===== config.mk =====
export PLATFORM = sky130hd
export DESIGN_NAME = count_sequencer_flat
export DESIGN_NICKNAME = d
export VERILOG_FILES = /design/src/rtl/count_sequencer_if.sv /design/src/rtl/count_sequencer.sv /design/src/flat_wrapper.sv
export SDC_FILE = /design/constraint.sdc
export NUM_CORES = 1
export LEC_CHECK = 0
export ABC_AREA = 1
export CAP_MARGIN = 20
export CORE_MARGIN = 2
export CORE_UTILIZATION = 46
export CTS_CLUSTER_SIZE = 40
export DETAILED_ROUTE_END_ITERATION = 6
export GPL_TIMING_DRIVEN = 0
export PLACE_DENSITY_LB_ADDON = 0.08
export SYNTH_ARGS = -nofsm -noshare
export SYNTH_HDL_FRONTEND = slang
export SYNTH_SLANG_ARGS = --single-unit

===== constraint.sdc =====
create_clock -name CLK -period 2.1 [get_ports CLK]
set_clock_uncertainty 0.2 [all_clocks]
set_input_delay 0.21 -clock CLK [delete_from_list [all_inputs] [get_ports CLK]]
set_output_delay 0.21 -clock CLK [all_outputs]
set_load 0.02 [all_outputs]

===== src/rtl/count_sequencer_if.sv =====
// Control/status bundle between a host and count_sequencer.
// The presc field exists only when COUNT_SEQ_PRESCALE_EN is defined.
interface count_sequencer_if #(
  parameter int unsigned WIDTH = 4
`ifdef COUNT_SEQ_PRESCALE_EN
  , parameter int unsigned PRESCALE_W = 4
`endif
);
  logic             start;
  logic             stop;
  logic             pause;
  logic             mode_reload;
  logic [WIDTH-1:0] limit;
`ifdef COUNT_SEQ_PRESCALE_EN
  logic [PRESCALE_W-1:0] presc;
`endif
  logic [WIDTH-1:0] Q;
  logic             busy;
  logic             tc;
  logic             done;

`ifdef COUNT_SEQ_PRESCALE_EN
  modport master (
    output start, stop, pause, mode_reload, limit, presc,
    input  Q, busy, tc, done
  );
  modport slave (
    input  start, stop, pause, mode_reload, limit, presc,
    output Q, busy, tc, done
  );
`else
  modport master (
    output start, stop, pause, mode_reload, limit,
    input  Q, busy, tc, done
  );
  modport slave (
    input  start, stop, pause, mode_reload, limit,
    output Q, busy, tc, done
  );
`endif
endinterface


===== src/rtl/count_sequencer.sv =====
// Start/stop/pause sequencer driving a WIDTH-bit up-counter in one-shot or auto-reload mode.
// Define COUNT_SEQ_PRESCALE_EN to add a programmable tick prescaler.
module count_sequencer #(
  parameter int unsigned WIDTH = 4
`ifdef COUNT_SEQ_PRESCALE_EN
  , parameter int unsigned PRESCALE_W = 4
`endif
) (
  input  logic             CLK,
  input  logic             Reset,
  count_sequencer_if.slave bus
);

  typedef enum logic [1:0] {StIdle, StRun, StHold, StDone} state_e;

  state_e           state_q, state_d;
  logic [WIDTH-1:0] q_q, q_d;
  logic [WIDTH-1:0] limit_q, limit_d;
  logic             mode_q, mode_d;
  logic             tick;

`ifdef COUNT_SEQ_PRESCALE_EN
  logic [PRESCALE_W-1:0] presc_q, presc_d;
  logic [PRESCALE_W-1:0] pcnt_q, pcnt_d;

  assign tick = (pcnt_q == presc_q);

  // Prescaler only advances on cycles where the counter itself would be allowed to count.
  always_comb begin
    pcnt_d  = pcnt_q;
    presc_d = presc_q;
    unique case (state_q)
      StIdle: begin
        pcnt_d = '0;
        if (bus.start && !bus.stop) presc_d = bus.presc;
      end
      StRun, StHold: begin
        if (bus.stop) begin
          pcnt_d = '0;
        end else if (!bus.pause) begin
          pcnt_d = tick ? '0 : pcnt_q + PRESCALE_W'(1);
        end
      end
      default: pcnt_d = '0;
    endcase
  end

  always_ff @(posedge CLK) begin
    if (Reset) begin
      presc_q <= '0;
      pcnt_q  <= '0;
    end else begin
      presc_q <= presc_d;
      pcnt_q  <= pcnt_d;
    end
  end
`else
  assign tick = 1'b1;
`endif

  always_comb begin
    state_d = state_q;
    q_d     = q_q;
    limit_d = limit_q;
    mode_d  = mode_q;
    unique case (state_q)
      StIdle: begin
        q_d = '0;
        if (bus.start && !bus.stop) begin
          limit_d = bus.limit;
          mode_d  = bus.mode_reload;
          state_d = (bus.limit == '0) ? StDone : StRun;
        end
      end
      // Releasing pause counts on that same edge, so a pause of N cycles delays by exactly N.
      StRun, StHold: begin
        if (bus.stop) begin
          state_d = StIdle;
          q_d     = '0;
        end else if (bus.pause) begin
          state_d = StHold;
        end else begin
          state_d = StRun;
          if (tick) begin
            if (q_q == limit_q) begin
              if (mode_q) q_d = '0;
              else        state_d = StDone;
            end else begin
              q_d = q_q + WIDTH'(1);
            end
          end
        end
      end
      StDone: begin
        state_d = StIdle;
        q_d     = '0;
      end
      default: begin
        state_d = StIdle;
        q_d     = '0;
      end
    endcase
  end

  always_ff @(posedge CLK) begin
    if (Reset) begin
      state_q <= StIdle;
      q_q     <= '0;
      limit_q <= '0;
      mode_q  <= 1'b0;
    end else begin
      state_q <= state_d;
      q_q     <= q_d;
      limit_q <= limit_d;
      mode_q  <= mode_d;
    end
  end

  assign bus.Q    = q_q;
  assign bus.busy = (state_q == StRun) || (state_q == StHold);
  assign bus.tc   = bus.busy && (q_q == limit_q);
  assign bus.done = (state_q == StDone);

endmodule


===== src/flat_wrapper.sv =====
// flat-port wrapper written by rule: the top's interface ports become plain ports
module count_sequencer_flat 
#(
  parameter int unsigned WIDTH = 4

)
  (CLK, Reset, bus_start, bus_stop, bus_pause, bus_mode_reload, bus_limit, bus_Q, bus_busy, bus_tc, bus_done);
  count_sequencer_if #(.WIDTH(WIDTH)) bus_i ();
  input  logic CLK;
  input  logic Reset;
  input wire logic [$bits(bus_i.start)-1:0] bus_start;
  input wire logic [$bits(bus_i.stop)-1:0] bus_stop;
  input wire logic [$bits(bus_i.pause)-1:0] bus_pause;
  input wire logic [$bits(bus_i.mode_reload)-1:0] bus_mode_reload;
  input wire logic [$bits(bus_i.limit)-1:0] bus_limit;
  output wire logic [$bits(bus_i.Q)-1:0] bus_Q;
  output wire logic [$bits(bus_i.busy)-1:0] bus_busy;
  output wire logic [$bits(bus_i.tc)-1:0] bus_tc;
  output wire logic [$bits(bus_i.done)-1:0] bus_done;
  assign bus_i.start = bus_start;
  assign bus_i.stop = bus_stop;
  assign bus_i.pause = bus_pause;
  assign bus_i.mode_reload = bus_mode_reload;
  assign bus_i.limit = bus_limit;
  assign bus_Q = bus_i.Q;
  assign bus_busy = bus_i.busy;
  assign bus_tc = bus_i.tc;
  assign bus_done = bus_i.done;
  count_sequencer #(.WIDTH(WIDTH)) u_core (.CLK(CLK), .Reset(Reset), .bus(bus_i));
endmodule

==> results.cfg, run 1 <==
[synthesis]
ys_seq_area_share_pct = 32.7
synth_area_leaders = dfxtp_1, nand2_1, inv_1
syn_area_sq_um = 673
synth_top_area_cell = dfxtp_1
yosys.area.top_type_share_pct = 32.7
yosysWarnings = 0
ys_ff_latch = 11
synth_cells = 98
ys_types = 20
avgSynthCellArea_sq_um = 6.87
synth_nets = 111

[critical_path]
crit_path_cell_trace = inv_1 -> ha_1 -> clkdlybuf4s50_1
cp-start-kind = register
crit_path_end_kind = output port
worstPathRequired_ps = 1690
cp_slowest_stage_delay_ps = 620
crit_slowest_cell = clkdlybuf4s50_1
arrival_ps = 1620
crit_fanout = 4
criticalPathCategory = reg2out

[power_and_ir_drop]
power_density_mw_per_mm2 = 669
leakage_nw = 0.374
irDropWorstVdd_mv = 0.409
power_uw = 586

[floorplanning]
chipWidth_um = 42.3
die_h_um = 42.3
pin_count = 17
num_rows = 13
die_area_sq_mm = 0.00179
start_util_pct = 50.5
core_area_sq_mm = 0.00133

[job]
drv_cap = 0

[layout]
drive_above_1_share_pct = 16.1
final_util_pct = 65.8
area_growth_syn_to_layout_pct = 30.3
final_area_sq_um = 877
final_nets = 132
final_common_cell = nand2_1
final_cell_mix = nand2_1, inv_1, clkdlybuf4s50_1
n_fill_cell = 132
finalNonFillerCells = 133
diodes = 0

[place]
gp_congestion = 0.838
dpl_cell_area_sq_um = 852
io_buffers = 16
pre_cts_ws_ps = 150
dp.cells = 129
place_hpwl_mm = 1.08

[route]
routed_wl_mm = 1.39
ant_nets = 0
drc = 0
routedWlPerCell_um = 10.4
first_iter_violations = 17
firstDrtPassIters = 4
avgViaCountPerCell = 4.87
via_count = 648

[timing]
finalMaxSlewViolations = 0
grt_setup_unrepaired = no
tns_ps = 0
finalHoldViolations = 0
setup_ws_ps = 74.4
min_period_ps = 2030
holdWs_ps = 273
clock.fmax_mhz = 494
max_slew_margin_pct = 85.6
tightest_slew_ps = 214
finalSetupViolations = 0
fin_crit_sh_pct = 96.5

[cts]
clockBufferDepth = 2
numCtsBuffers = 3
cts_hold_buf = 0
cts.clk_slew.worst_paths_ps = 70
cts_tree = done
cts_setup_buffers = 0
htree_num_levels = 1
root_buffer = clkbuf_4
clk_latency_ps = 270
cts.sinks = 11

[status]
status = complete, no violations

[global_routing]
grt_start_max_net_pins = 11
grt_pass1_wl_mm = 2.30
grt_pass1_vias = 582
grtUsageTotal_pct = 17.3
gr-total-overflow = 0
antenna_found_initial = 0

[worst_hold_path]
hold_class = reg2reg
-- logic make-up after synthesis --
| family | share of synthesized area [%] |
|---|---|
| AOI/OAI and AO/OA | 17.1 |
| adders and majority gates | 5.58 |
| and+or+nand+nor | 34.6 |
| buffers and inverters | 10.0 |
| DFF | 32.7 |
-- worst paths after layout --
| kind | depth (start not counted) | start | end | slack (ps) |
|---|---|---|---|---|
| max reg2reg | 10 | u_core.state_q[1] | u_core.bus.Q[2] | 340 |
| min reg2reg | 2 | u_core.limit_q[2] | u_core.limit_q[2] | 270 |
| max | 3 | u_core.state_q[1] | bus_busy | 70 |
| min | 2 | u_core.limit_q[2] | u_core.limit_q[2] | 270 |
-- critical path: cells and delay by family (launching register included) --
family	cells	cell delay [ps]
buf+inv	2	680
flops	1	340
fa+ha+maj	1	320
-- cell usage after synthesis, drive strengths merged --
| library cell | instances |
|---|---|
| a211oi | 1 |
| a21boi | 1 |
| a21oi | 9 |
| dfxtp | 11 |
| ha | 3 |
| inv | 18 |
| nand2 | 24 |
| nand3 | 5 |
| nand4 | 1 |
| nor2 | 16 |
| nor3 | 1 |
| o21ai | 6 |
| o21bai | 1 |
| o22ai | 1 |
-- layer usage --
metal / vias to the layer above / GRT usage (%) / part of all wire (%)
met4: 0 / 13.8 / 3.8
met1: 275 / 20.2 / 49
met3: 7 / 4.31 / 4.0
met5: - / 0 / 0
met2: 18 / 26.5 / 43
li1: 348 / - / -
-- final cells by class --
type	instances	area, sq um	share of cell area (%)
Timing Repair Buffer	16	159	18.1
Inverter	18	67.6	7.70
Tap cell	15	18.8	2.14
Sequential cell	11	220	25.1
Multi-Input combinational cell	69	385	43.9
Clock buffer	4	26.3	3.00
-- timing repair --
| action | CTS | global route |
|---|---|---|
| hold endpoints to repair | 0 | 0 |
| resized for setup | 1 | 0 |
| endpoints found under the setup margin | 1 | 0 |
-- where the power goes --
part	internal (mW)	total [mW]	leakage (nW)	switching (mW)
sequential	0.225	0.236	0.0898	0.0107
combinational	0.0849	0.202	0.269	0.117
clock	0.0737	0.149	0.0150	0.0749
-- flip-flops by register name, indices dropped and copies added (netlist names) --
name,flops
u_core.state_q,2
u_core.limit_q,4
u_core.bus.Q,4
u_core.mode_q,1
No activity file was read; power rests on OpenSTA's default activity.
==> run 2: changes to the inputs <==
GPL_TIMING_DRIVEN = unset   (was 0)
==> results.cfg, run 2 (synthesis results as in run 1) <==
[critical_path]
criticalPathCategory = reg2out
crit_path_end_kind = output port
arrival_ps = 1530
crit_fanout = 6
worstPathRequired_ps = 1690
cp-start-kind = register

[route]
ant_nets = 0
routed_wl_mm = 1.44
avgViaCountPerCell = 5.00
via_count = 665
first_iter_violations = 32
drc = 0
routedWlPerCell_um = 10.8
firstDrtPassIters = 4

[place]
io_buffers = 16
place_hpwl_mm = 1.12
pre_cts_ws_ps = 133
gp_congestion = 0.850
dpl_cell_area_sq_um = 852
dp.cells = 129

[power_and_ir_drop]
irDropWorstVdd_mv = 0.500
power_uw = 586
power_density_mw_per_mm2 = 666
leakage_nw = 0.389

[timing]
max_slew_margin_pct = 85.0
min_period_ps = 1940
fin_crit_sh_pct = 92.4
finalMaxSlewViolations = 0
setup_ws_ps = 159
finalHoldViolations = 0
tightest_slew_ps = 224
holdWs_ps = 273
clock.fmax_mhz = 515
grt_setup_unrepaired = no
tns_ps = 0
finalSetupViolations = 0

[cts]
cts.sinks = 11
clockBufferDepth = 2
cts.clk_slew.worst_paths_ps = 60
cts_tree = done
cts_setup_buffers = 0
numCtsBuffers = 3
root_buffer = clkbuf_4
htree_num_levels = 1
clk_latency_ps = 270

[global_routing]
grt_pass1_wl_mm = 2.39
grt_start_max_net_pins = 11
grtUsageTotal_pct = 17.4
antenna_found_initial = 0
grt_pass1_vias = 611
gr-total-overflow = 0

[floorplanning]
pin_count = 17
die_h_um = 42.3
core_area_sq_mm = 0.00133
chipWidth_um = 42.3
start_util_pct = 50.5
die_area_sq_mm = 0.00179
num_rows = 13

[layout]
final_area_sq_um = 881
final_cell_mix = nand2_1, inv_1, clkdlybuf4s50_1
final_util_pct = 66.0
finalNonFillerCells = 133
area_growth_syn_to_layout_pct = 30.9
final_nets = 132
diodes = 0
n_fill_cell = 137
final_common_cell = nand2_1
drive_above_1_share_pct = 16.9

[status]
status = complete, no violations

[worst_hold_path]
hold_class = reg2reg

[job]
drv_cap = 0
[run 2: worst paths after layout]
check | startpoint | to | slack [ps] | cells after the start
hold / removal | u_core.limit_q[1] | u_core.limit_q[1] | 270 | 2
setup / recovery | u_core.bus.Q[1] | bus_tc | 160 | 7
hold reg to reg | u_core.limit_q[1] | u_core.limit_q[1] | 270 | 2
setup reg to reg | u_core.state_q[0] | u_core.bus.Q[2] | 370 | 10
[run 2: area by class of cell]
| type | instances | area, sq um | share of cell area, % |
|---|---|---|---|
| Timing Repair Buffer | 16 | 161 | 18.3 |
| Inverter | 18 | 67.6 | 7.67 |
| Clock buffer | 4 | 26.3 | 2.98 |
| Multi-Input combinational cell | 69 | 385 | 43.8 |
| Sequential cell | 11 | 221 | 25.1 |
| Tap cell | 15 | 18.8 | 2.13 |
[run 2: critical path, stage by stage (launching register included)]
cell	delay, ps
dfxtp_1	420
inv_1	60
nand2_1	70
nand2_2	70
nor2_4	100
nand2_2	110
nor2_1	100
dlygate4sd2_1	330
[run 2: where the power goes]
part | switching [mW] | leakage [nW] | internal, mW
registers | 0.0113 | 0.0903 | 0.225
logic | 0.119 | 0.284 | 0.0840
clock network | 0.0725 | 0.0150 | 0.0736
total | 0.203 | 0.389 | 0.383
[run 2: metal layers]
| layer | routed length, um | vias up | GRT usage (%) |
|---|---|---|---|
| met5 | 0 | - | 0 |
| met4 | 11 | 0 | 3.75 |
| met3 | 103 | 2 | 6.47 |
| met2 | 662 | 19 | 30.8 |
| met1 | 661 | 292 | 19.7 |
| li1 | - | 352 | - |
[run 2: what timing repair did]
action,in CTS,in global routing
resized for setup,2,1
hold buffers,0,0
setup endpoints to repair,1,1
pin swaps,0,0
==> run 3: changes to the inputs <==
CAP_MARGIN = unset   (was 20)
CELL_PAD_IN_SITES_DETAIL_PLACEMENT = 1   (was unset)
CELL_PAD_IN_SITES_GLOBAL_PLACEMENT = 2   (was unset)
CORE_ASPECT_RATIO = 1.25   (was unset)
CORE_UTILIZATION = 25   (was 46)
==> results.cfg, run 3 (synthesis results as in run 1) <==
[status]
status = complete, no violations

[timing]
finalMaxSlewViolations = 0
tightest_slew_ps = 239
holdWs_ps = 276
clock.fmax_mhz = 520
min_period_ps = 1920
max_slew_margin_pct = 83.9
fin_crit_sh_pct = 91.5
grt_setup_unrepaired = no
finalHoldViolations = 0
tns_ps = 0
finalSetupViolations = 0

[job]
drv_cap = 0

[cts]
cts_tree = done
cts_setup_buffers = 0
cts.sinks = 11
cts.clk_slew.worst_paths_ps = 80
cts_hold_buf = 0
clockBufferDepth = 2
numCtsBuffers = 3
htree_num_levels = 1
clk_latency_ps = 270
root_buffer = clkbuf_4

[floorplanning]
die_area_sq_mm = 0.00313
pin_count = 17
start_util_pct = 25.6
chipWidth_um = 50.4
die_h_um = 62.0
num_rows = 21
core_area_sq_mm = 0.00263

[critical_path]
crit_slowest_cell = dfxtp_1
rrSetupSlack_ps = 340
crit-reg2reg-launch = u_core.state_q[0]
crit_buf_inv = 3
cp_common_cell = inv_1
cp_slowest_stage_delay_ps = 340
cpLargestDelayFamily = buffers and inverters
crit_fanout = 4
criticalPathCategory = reg2out
regToRegEndpoint = u_core.bus.Q[3]
cp-start-kind = register
r2r_cells = 10
crit_start = u_core.state_q[0]
crit_path_cell_trace = inv_1 -> ha_1 -> inv_1 -> nor2_1 -> dlygate4sd2_1
crit_path_end_kind = output port
arrival_ps = 1510
worstPathRequired_ps = 1690

[power_and_ir_drop]
switching_share_pct = 35.5
leakage_nw = 0.394
irDropWorstVdd_mv = 0.297
p_int_uw = 390
pwr-share-seq_pct = 39.1
power_uw = 604
pwr-share-clk_pct = 24.9
power_density_mw_per_mm2 = 662
p_switching_uw = 215
p_comb_share_pct = 36.0

[worst_hold_path]
hold_depth = 2
hold_class = reg2reg
whs_endpoint = u_core.limit_q[2]
hp-start = u_core.limit_q[2]

[route]
avgViaCountPerCell = 4.46
firstDrtPassIters = 4
ant_nets = 0
routed_wl_mm = 1.86
first_iter_violations = 5
drc = 0
routedWlPerCell_um = 12.2
via_count = 683

[layout]
n_fill_cell = 343
area_growth_syn_to_layout_pct = 35.5
drive_above_1_share_pct = 17.6
final_nets = 133
final_cell_mix = nand2_1, inv_1, clkdlybuf4s50_1
diodes = 0
final_common_cell = nand2_1

[global_routing]
grt_start_max_net_pins = 11
grt_pass1_vias = 666
grt_pass1_wl_mm = 3.01
antenna_found_initial = 0
gr-total-overflow = 0
grtUsageTotal_pct = 13.3

[place]
place_hpwl_mm = 1.52
io_buffers = 16
gp_congestion = 0.706
==> run 3: area by class of cell <==
class | instances | area (sq um) | share of cell area, %
clock buffers | 4 | 26.3 | 2.88
repair buffers | 17 | 169 | 18.5
inverters | 18 | 67.6 | 7.41
flip-flops and latches | 11 | 221 | 24.3
multi-input cells | 69 | 385 | 42.2
well taps | 34 | 42.5 | 4.66
==> run 3: power groups by stage <==
stage	combinational, mW	sequential, mW	clock (mW)
finish	0.218	0.236	0.151
global route	0.243	0.238	0.177
CTS	0.224	0.236	0.159
detailed placement	0.225	0.241	0
global placement	0.223	0.240	0
floorplan	0.141	0.242	0
==> run 3: per-stage QoR <==
step / std cells / instance area [sq um] / utilization [%] / setup WS [ps]
final: 153 / 912 / 34.7 / 179
after global routing: 153 / 912 / 34.7 / 32.3
after CTS: 153 / 910 / 34.6 / 47.9
after detailed placement: 149 / 883 / 33.6 / 160
after global placement: 149 / 883 / 33.6 / 174
after floorplan: 98 / 673 / - / 407
==> run 3: worst max path at each step <==
stage / to / cells after the start
2_1_floorplan: u_core.bus.Q[3] / 10
3_3_place_gp: bus_tc / 7
3_5_place_dp: bus_tc / 7
4_1_cts: bus_busy / 3
5_1_grt: bus_tc / 7
6_report: bus_tc / 5
==> run 3: tightest hold or removal path: stages, from the launching register on <==
cell and delay, ps:
dfxtp_1 320, inv_1 70, a21oi_1 50
==> run 3: layer usage <==
layer  vias to the layer above  part of all wire, %  global-route usage, %  wire (um)
met1                       322                   47                   16.0        881
met3                         2                  2.9                   2.87         54
met4                         0                 0.81                   6.95         15
met2                        11                   49                   22.6        909
li1                        348                    -                      -          -
met5                         -                    0                      0          0
==> run 3: repair_timing <==
item                                    CTS  global route
resized for setup                         2             1
pin swaps                                 0             0
cloned                                    0             0
endpoints found under the setup margin    1             1
hold endpoints to repair                  0             0
